## src/rtl/tqv_periph_initiator.sv

```systemverilog
// TinyQV peripheral bus initiator. It takes one command, runs one strobe transaction on the
// peripheral bus, and returns one response. Reads are abandoned after TIMEOUT_CYCLES strobe cycles.
//   state | meaning
//   IDLE  | waiting for a command
//   WRITE | single posted write strobe cycle
//   READ  | read strobe held until periph_ready or timeout
//   RESP  | response held until rsp_ready
module tqv_periph_initiator #(
  parameter int TIMEOUT_CYCLES = 16,
  parameter int CNT_W          = 8
) (
  input  logic             clk,
  input  logic             rst,
  input  logic             cmd_valid,
  output logic             cmd_ready,
  input  logic             cmd_write,
  input  logic [1:0]       cmd_size,
  input  logic [5:0]       cmd_addr,
  input  logic [31:0]      cmd_wdata,
  output logic             rsp_valid,
  input  logic             rsp_ready,
  output logic [31:0]      rsp_rdata,
  output logic [1:0]       rsp_err,
  output logic [5:0]       periph_address,
  output logic [31:0]      periph_wdata,
  output logic [1:0]       periph_write_n,
  output logic [1:0]       periph_read_n,
  input  logic [31:0]      periph_rdata,
  input  logic             periph_ready,
  output logic [CNT_W-1:0] stat_done,
  output logic [CNT_W-1:0] stat_timeout
);

  typedef enum logic [1:0] {IDLE, WRITE, READ, RESP} state_t;

  localparam logic [1:0] ERR_OK      = 2'b00;
  localparam logic [1:0] ERR_TIMEOUT = 2'b01;
  localparam logic [1:0] ERR_SIZE    = 2'b10;
  localparam logic [7:0] TO_LAST     = 8'(TIMEOUT_CYCLES - 1);

  state_t      state_q, state_d;
  logic [1:0]  size_q, size_d;
  logic [7:0]  to_cnt_q, to_cnt_d;
  logic [5:0]  address_d;
  logic [31:0] wdata_d;
  logic [1:0]  write_n_d, read_n_d;
  logic        rsp_valid_d;
  logic [31:0] rsp_rdata_d;
  logic [1:0]  rsp_err_d;
  logic        done_inc, timeout_inc;
  logic [31:0] rdata_masked;

  always_comb begin
    case (size_q)
      2'b00:   rdata_masked = {24'h0, periph_rdata[7:0]};
      2'b01:   rdata_masked = {16'h0, periph_rdata[15:0]};
      default: rdata_masked = periph_rdata;
    endcase
  end

  always_comb begin
    state_d     = state_q;
    size_d      = size_q;
    to_cnt_d    = to_cnt_q;
    address_d   = periph_address;
    wdata_d     = '0;
    write_n_d   = 2'b11;
    read_n_d    = 2'b11;
    rsp_valid_d = 1'b0;
    rsp_rdata_d = rsp_rdata;
    rsp_err_d   = rsp_err;
    done_inc    = 1'b0;
    timeout_inc = 1'b0;
    case (state_q)
      IDLE: begin
        if (cmd_valid && cmd_ready) begin
          size_d   = cmd_size;
          to_cnt_d = '0;
          // Illegal size never touches the bus; answer straight away.
          if (cmd_size == 2'b11) begin
            state_d     = RESP;
            rsp_valid_d = 1'b1;
            rsp_rdata_d = '0;
            rsp_err_d   = ERR_SIZE;
          end else if (cmd_write) begin
            state_d   = WRITE;
            address_d = cmd_addr;
            wdata_d   = cmd_wdata;
            write_n_d = cmd_size;
          end else begin
            state_d   = READ;
            address_d = cmd_addr;
            read_n_d  = cmd_size;
          end
        end
      end
      WRITE: begin
        state_d     = RESP;
        rsp_valid_d = 1'b1;
        rsp_rdata_d = '0;
        rsp_err_d   = ERR_OK;
      end
      READ: begin
        if (periph_ready) begin
          state_d     = RESP;
          rsp_valid_d = 1'b1;
          rsp_rdata_d = rdata_masked;
          rsp_err_d   = ERR_OK;
        end else if (to_cnt_q == TO_LAST) begin
          state_d     = RESP;
          rsp_valid_d = 1'b1;
          rsp_rdata_d = '0;
          rsp_err_d   = ERR_TIMEOUT;
          timeout_inc = 1'b1;
        end else begin
          to_cnt_d = to_cnt_q + 8'd1;
          read_n_d = size_q;
        end
      end
      RESP: begin
        if (rsp_ready) begin
          state_d  = IDLE;
          done_inc = 1'b1;
        end else begin
          rsp_valid_d = 1'b1;
        end
      end
      default: state_d = IDLE;
    endcase
  end

  always_ff @(posedge clk) begin
    if (rst) begin
      state_q        <= IDLE;
      size_q         <= '0;
      to_cnt_q       <= '0;
      cmd_ready      <= 1'b0;
      periph_address <= '0;
      periph_wdata   <= '0;
      periph_write_n <= 2'b11;
      periph_read_n  <= 2'b11;
      rsp_valid      <= 1'b0;
      rsp_rdata      <= '0;
      rsp_err        <= '0;
      stat_done      <= '0;
      stat_timeout   <= '0;
    end else begin
      state_q        <= state_d;
      size_q         <= size_d;
      to_cnt_q       <= to_cnt_d;
      cmd_ready      <= (state_d == IDLE);
      periph_address <= address_d;
      periph_wdata   <= wdata_d;
      periph_write_n <= write_n_d;
      periph_read_n  <= read_n_d;
      rsp_valid      <= rsp_valid_d;
      rsp_rdata      <= rsp_rdata_d;
      rsp_err        <= rsp_err_d;
      if (done_inc && (stat_done != '1))
        stat_done <= stat_done + CNT_W'(1);
      if (timeout_inc && (stat_timeout != '1))
        stat_timeout <= stat_timeout + CNT_W'(1);
    end
  end

endmodule

```

## config.mk

```make
export PLATFORM = sky130hd
export DESIGN_NAME = tqv_periph_initiator
export DESIGN_NICKNAME = d
export VERILOG_FILES = /design/src/rtl/tqv_periph_initiator.sv
export SDC_FILE = /design/constraint.sdc
export NUM_CORES = 1
export LEC_CHECK = 0
export CAP_MARGIN = 10
export CORE_MARGIN = 4
export CORE_UTILIZATION = 30
export CTS_CLUSTER_SIZE = 14
export DETAILED_ROUTE_END_ITERATION = 10
export PLACE_DENSITY = 0.59
export SYNTH_ARGS = -nofsm -noshare
export SYNTH_HDL_FRONTEND = slang
export SYNTH_SLANG_ARGS = --single-unit
```

## constraint.sdc

```tcl
create_clock -name clk -period 2.1 [get_ports clk]
set_clock_uncertainty 0.05 [all_clocks]
set_input_delay 0.21 -clock clk [delete_from_list [all_inputs] [get_ports clk]]
set_output_delay 0.21 -clock clk [all_outputs]
set_load 0.1 [all_outputs]
```

==> results.sh, run 1 <==
export IMPL_final_cell_mix="118 x buf_4, 96 x dfxtp_1, 77 x clkdlybuf4s50_1, 70 x nand2_1, 35 x and2_1"
export IMPL_multi_input_area_um2=1980
export IMPL_rrSetupSlack_ns=0.05
export IMPL_drt_initial_drc_count=207
export IMPL_io_buffers=171
export IMPL_wl_per_cell_um=15.0
export IMPL_drt_total_wl_um=12100
export IMPL_vias=3859
export IMPL_ys_seq_area_share_pct=51.3
export IMPL_cts_tree="yes"
export IMPL_dp_hpwl_um=9050
export IMPL_path_class="reg2reg"
export IMPL_synth_top_cell_area_share_pct=51.3
export IMPL_place_congestion=0.873
export IMPL_synth_edff_count=0
export IMPL_setup_viol=0
export IMPL_fin_crit_ns=2.05
export IMPL_clock_sinks=106
export IMPL_timing_final_crit_share_pct=97.7
export IMPL_cp_endpoint="stat_timeout[3]"
export IMPL_layout_commonest_cell="buf_4"
export IMPL_syn_avg_cell_area_um2=9.44
export IMPL_clock_path_buffers=2
export IMPL_area_sequential_um2=2140
export IMPL_p_comb_share_pct=29.6
export IMPL_timing_hold_ws_ns=0.355
export IMPL_drive_above_1_share_pct=26.5
export IMPL_setup_tns_final_ns=0
export IMPL_crit_start="to_cnt_q[4]"
export IMPL_synthFlopType="dfxtp_1"
export IMPL_grt_pass1_wl_um=19300
export IMPL_die_y_um=125
export IMPL_switching_share_pct=32.6
export IMPL_drt_first_pass_iters=4
export IMPL_antenna_cells=0
export IMPL_clock_latency_ns=0.35
export IMPL_async_reset_ff_share_pct=0
export IMPL_max_vdd_ir_drop_mv=0.590
export IMPL_gr_total_overflow=0
export IMPL_max_slew_margin_pct=52.8
export IMPL_worstPathArrival_ns=2.28
export IMPL_clkPwrFrac_pct=32.5
export IMPL_holdPathStages=3
export IMPL_hold_viol_final=0
export IMPL_synth_nets=524
export IMPL_worstSetupEndpointType="register"
export IMPL_crit_chain="or4_4 > or3_4 > or4_1 > a21oi_1"
export IMPL_reg2regPathDepth=4
export IMPL_antenna_found_initial=0
export IMPL_htreeDepth=3
export IMPL_worst_pin_slew_ns=0.705
export IMPL_drc=0
export IMPL_synth_cells=438
export IMPL_cpPeakStageDelay_ns=0.53
export IMPL_cts_root_buf="clkbuf_16"
export IMPL_p_leak_nw=2.73
export IMPL_synth_distinct_cells=48
export IMPL_grt_usage_pct=15.1
export IMPL_clk_pin_slew_ns=0.07
export IMPL_cp_slowest_cell="or4_4"
export IMPL_p_int_mw=3.83
export IMPL_grt_max_degree=35
export IMPL_worst_setup_path_start_kind="register"
export IMPL_core_area_um2=13300
export IMPL_nFillCells=1310
export IMPL_areaGrowthSynthToFinish_pct=54.9
export IMPL_rows=42
export IMPL_grt_pass1_vias=3904
export IMPL_outcome="completed"
export IMPL_numCtsBuffers=9
export IMPL_ios=172
export IMPL_switching_power_mw=1.85
export IMPL_die_w_um=125
export IMPL_ant_nets=0
export IMPL_hold_buffers=0
export IMPL_power_mw=5.68
export IMPL_yosysWarnings=0
export IMPL_max_clock_freq_mhz=488
export IMPL_worstPathRequired_ns=2.33
export IMPL_hp_class="in2reg"
export IMPL_pwr_share_seq_pct=37.9
export IMPL_yosys_area_top_type="dfxtp_1"
export IMPL_r2r_end="stat_timeout[3]"
export IMPL_nets=714
export IMPL_netlist_area_um2=4130
export IMPL_initial_core_util_pct=31.0
export IMPL_route_detailed_vias_per_inst=4.77
export IMPL_ys_ff_latch=106
export IMPL_slew_violations=0
export IMPL_power_density_nw_per_um2=887
export IMPL_worstReg2RegStart="to_cnt_q[4]"
export IMPL_dieArea_um2=15700
export IMPL_netlist_top_cells_area="dfxtp_1 51%, mux2i_1 8.0%, nand2_1 6.4%"
export IMPL_drv_cap=0
export IMPL_critical_path_max_fanout=7
## repair_timing
item	in CTS	in global routing
setup endpoints to repair	0	25
endpoints found under the hold margin	0	0
setup buffers	0	2
resized for setup	0	15
## cell families after synthesis
| logic type | count (synthesis) | share of synthesized area, % |
|---|---|---|
| xor gates and xnor gates | 5 | 1.06 |
| muxes | 36 | 8.81 |
| AOI/OAI and AO/OA | 62 | 9.63 |
| buffers and inverters | 26 | 2.60 |
| and+or+nand+nor | 195 | 24.2 |
| DFF | 106 | 51.3 |
| adders and majority gates | 8 | 2.42 |
## through the flow
stage               instance area [um2]  instances  utilization, %  setup WS [ns]
floorplan                          4150        438               -        -0.0125
global placement                   6000        790            44.9         0.0586
detailed placement                 6000        790            44.9         0.0185
CTS                                6330        806            47.4        0.00619
global route                       6400        809            48.0       -0.00311
finish                             6400        809            48.0         0.0487
## synth_stat cells, drive strengths merged (2+ instances only)
| library cell | n |
|---|---|
| ha | 8 |
| and3 | 5 |
| dfxtp | 106 |
| buf | 4 |
| and2 | 35 |
| or4 | 6 |
| clkbuf | 16 |
| o2111ai | 2 |
| xor2 | 3 |
| nand2 | 70 |
| nor2 | 22 |
| xnor2 | 2 |
| mux2i | 33 |
| inv | 6 |
| o211ai | 2 |
| nand3 | 15 |
| o21ai | 17 |
| and4 | 4 |
| o41ai | 3 |
| nor4 | 2 |
| a21oi | 19 |
| nand2b | 4 |
| nor3 | 4 |
| o311ai | 2 |
| nor2b | 4 |
| a221oi | 2 |
| a31o | 2 |
| or3 | 7 |
| o31ai | 5 |
| mux2 | 3 |
| nand4 | 14 |
## critical path, delay by kind of cell, from the launching register on
| family | cells | cell delay (ns) |
|---|---|---|
| compound gates | 1 | 0.12 |
| simple gates | 3 | 1.49 |
| flops | 1 | 0.32 |
## worst min path at each step
stage / to / slack, ns / startpoint
after CTS: periph_wdata[8] / 0.34 / cmd_wdata[8]
after global placement: rsp_rdata[30] / 0.40 / rsp_rdata[30]
after floorplan: periph_write_n[0] / 0.26 / cmd_size[0]
final: rsp_rdata[20] / 0.36 / periph_rdata[20]
after global routing: rsp_rdata[24] / 0.35 / periph_rdata[24]
after detailed placement: rsp_rdata[26] / 0.40 / rsp_rdata[26]
## routing by layer
layer / vias up / global-route usage (%) / share of wire [%]
met5: - / 0 / 0
met4: 0 / 4.78 / 1.4
met3: 17 / 8.27 / 10
met2: 144 / 25.2 / 48
met1: 1789 / 16.4 / 40
li1: 1909 / - / -
## registers in the layout, summed over array words and instances (netlist names)
signal,cells
state_q,2
periph_wdata,32
rsp_valid,1
rsp_rdata,32
to_cnt_q,8
stat_done,8
periph_read_n,2
periph_write_n,2
cmd_ready,1
periph_address,6
stat_timeout,8
size_q,2
rsp_err,2
## cell type report
class	count	area share, %
clock buffer	11	3.79
clock inverter	5	1.35
inverter	6	0.352
multi-input combinational	307	30.9
sequential	106	33.4
tap	176	3.44
timing repair buffer	198	26.8
## power by group through the flow
stage	Combinational (mW)	Sequential (mW)	Clock [mW]
6_report	1.68	2.15	1.84
3_5_place_dp	1.67	2.20	0
5_1_grt	1.78	2.16	1.97
2_1_floorplan	0.638	2.64	0
3_3_place_gp	1.66	2.19	0
4_1_cts	1.67	2.15	1.92
Power figures use the tool's default switching activity.
==> run 2: changes to the inputs <==
--- a/config.mk
+++ b/config.mk
@@ -11,6 +11,7 @@
 export CTS_CLUSTER_SIZE = 14
 export DETAILED_ROUTE_END_ITERATION = 10
 export PLACE_DENSITY = 0.59
+export SKIP_LAST_GASP = 1
 export SYNTH_ARGS = -nofsm -noshare
 export SYNTH_HDL_FRONTEND = slang
 export SYNTH_SLANG_ARGS = --single-unit
==> results.sh, run 2 (same netlist as run 1, synthesis figures left out) <==
export IMPL_largestRegisters="periph_wdata (32), rsp_rdata (32)"
export IMPL_timing_final_crit_share_pct=98.0
export IMPL_clock_path_buffers=2
export IMPL_numCtsBuffers=9
export IMPL_initial_core_util_pct=31.0
export IMPL_worstSetupEndpointType="register"
export IMPL_grt_max_degree=35
export IMPL_dp_slack_ns=0.0185
export IMPL_worst_pin_slew_ns=0.682
export IMPL_worstPathRequired_ns=2.32
export IMPL_clock_sinks=106
export IMPL_power_density_nw_per_um2=888
export IMPL_gr_total_overflow=0
export IMPL_worst_setup_path_start_kind="register"
export IMPL_place_congestion=0.873
export IMPL_cp_endpoint="stat_timeout[3]"
export IMPL_setup_tns_final_ns=0
export IMPL_rrSetupSlack_ns=0.04
export IMPL_hold_viol_final=0
export IMPL_worstReg2RegStart="to_cnt_q[7]"
export IMPL_fin_ws_ns=0.0415
export IMPL_antenna_cells=0
export IMPL_io_buffers=171
export IMPL_setup_viol=0
export IMPL_finalNonFillerCells=809
export IMPL_timing_hold_ws_ns=0.356
export IMPL_critical_path_max_fanout=7
export IMPL_max_clock_freq_mhz=486
export IMPL_drt_first_pass_iters=4
export IMPL_core_area_um2=13300
export IMPL_max_vdd_ir_drop_mv=0.593
export IMPL_crit_start="to_cnt_q[7]"
export IMPL_areaGrowthSynthToFinish_pct=54.8
export IMPL_rsz0062_at_grt="true"
export IMPL_antenna_found_initial=0
export IMPL_ant_nets=0
export IMPL_clk_pin_slew_ns=0.07
export IMPL_ios=172
export IMPL_max_slew_margin_pct=54.3
export IMPL_hp_class="in2reg"
export IMPL_drt_total_wl_um=12100
export IMPL_path_class="reg2reg"
export IMPL_layout_commonest_cell="buf_4"
export IMPL_reg2regPathDepth=4
export IMPL_outcome="completed"
export IMPL_slew_violations=0
export IMPL_drt_initial_drc_count=226
export IMPL_dp_hpwl_um=9050
export IMPL_place_inst=790
export IMPL_grt_pass1_vias=3904
export IMPL_dieArea_um2=15700
export IMPL_die_w_um=125
export IMPL_worstPathArrival_ns=2.28
export IMPL_htreeDepth=3
export IMPL_vias=3867
export IMPL_cts_root_buf="clkbuf_16"
export IMPL_p_leak_nw=2.73
export IMPL_die_y_um=125
export IMPL_r2r_end="stat_timeout[3]"
export IMPL_grt_pass1_wl_um=19300
export IMPL_drc=0
export IMPL_route_detailed_vias_per_inst=4.78
export IMPL_nets=714
export IMPL_grt_usage_pct=15.1
export IMPL_wl_per_cell_um=15.0
export IMPL_clock_latency_ns=0.35
export IMPL_cts_tree="yes"
export IMPL_rows=42
export IMPL_fin_crit_ns=2.06
export IMPL_power_mw=5.68
export IMPL_drv_cap=0
export IMPL_drive_above_1_share_pct=26.4
export IMPL_final_cell_mix="118 x buf_4, 96 x dfxtp_1, 77 x clkdlybuf4s50_1, 70 x nand2_1, 35 x and2_1"
[run 2: worst min path at each step]
| stage | cells after the start | from | slack (ns) | endpoint |
|---|---|---|---|---|
| 2_1_floorplan | 1 | cmd_size[0] | 0.26 | periph_write_n[0] |
| 3_5_place_dp | 2 | rsp_rdata[26] | 0.40 | rsp_rdata[26] |
| 6_report | 3 | periph_rdata[20] | 0.36 | rsp_rdata[20] |
| 4_1_cts | 2 | cmd_wdata[8] | 0.34 | periph_wdata[8] |
| 3_3_place_gp | 2 | rsp_rdata[30] | 0.40 | rsp_rdata[30] |
| 5_1_grt | 3 | periph_rdata[24] | 0.35 | rsp_rdata[24] |
[run 2: layout make-up]
type	instances	area, um2
clock inverters	5	86.3
inverters	6	22.5
fillers	1306	6950
repair buffers	198	1720
flip-flops and latches	106	2140
multi-input cells	307	1970
well taps	176	220
clock buffers	11	243
[run 2: what timing repair did]
item,4_1_cts,5_1_grt
setup endpoints to repair,0,25
hold buffers,0,0
buffers inserted,0,2
resized for setup,0,14
[run 2: power breakdown]
part	leakage [nW]	internal (mW)	switching [mW]
sequential	0.861	2.10	0.0527
clock	0.160	1.09	0.762
combinational	1.71	0.640	1.04
[run 2: metal layers]
layer,global-route usage (%),wire length (um),vias to the layer above
li1,-,-,1908
met1,16.4,4860,1807
met2,25.2,5850,135
met3,8.27,1250,17
met4,4.78,180,0
met5,0,0,-
[run 2: critical path, cell delays in order (launching register included)]
cell	delay, ns
dfxtp_2	0.34
or4_4	0.52
or3_4	0.45
or4_1	0.51
a21oi_1	0.13
[run 2: metrics by stage]
| stage | instance area [um2] | utilization (%) |
|---|---|---|
| 2_1_floorplan | 4150 | - |
| 3_3_place_gp | 6000 | 44.9 |
| 3_5_place_dp | 6000 | 44.9 |
| 4_1_cts | 6330 | 47.4 |
| 5_1_grt | 6400 | 47.9 |
| 6_report | 6400 | 47.9 |
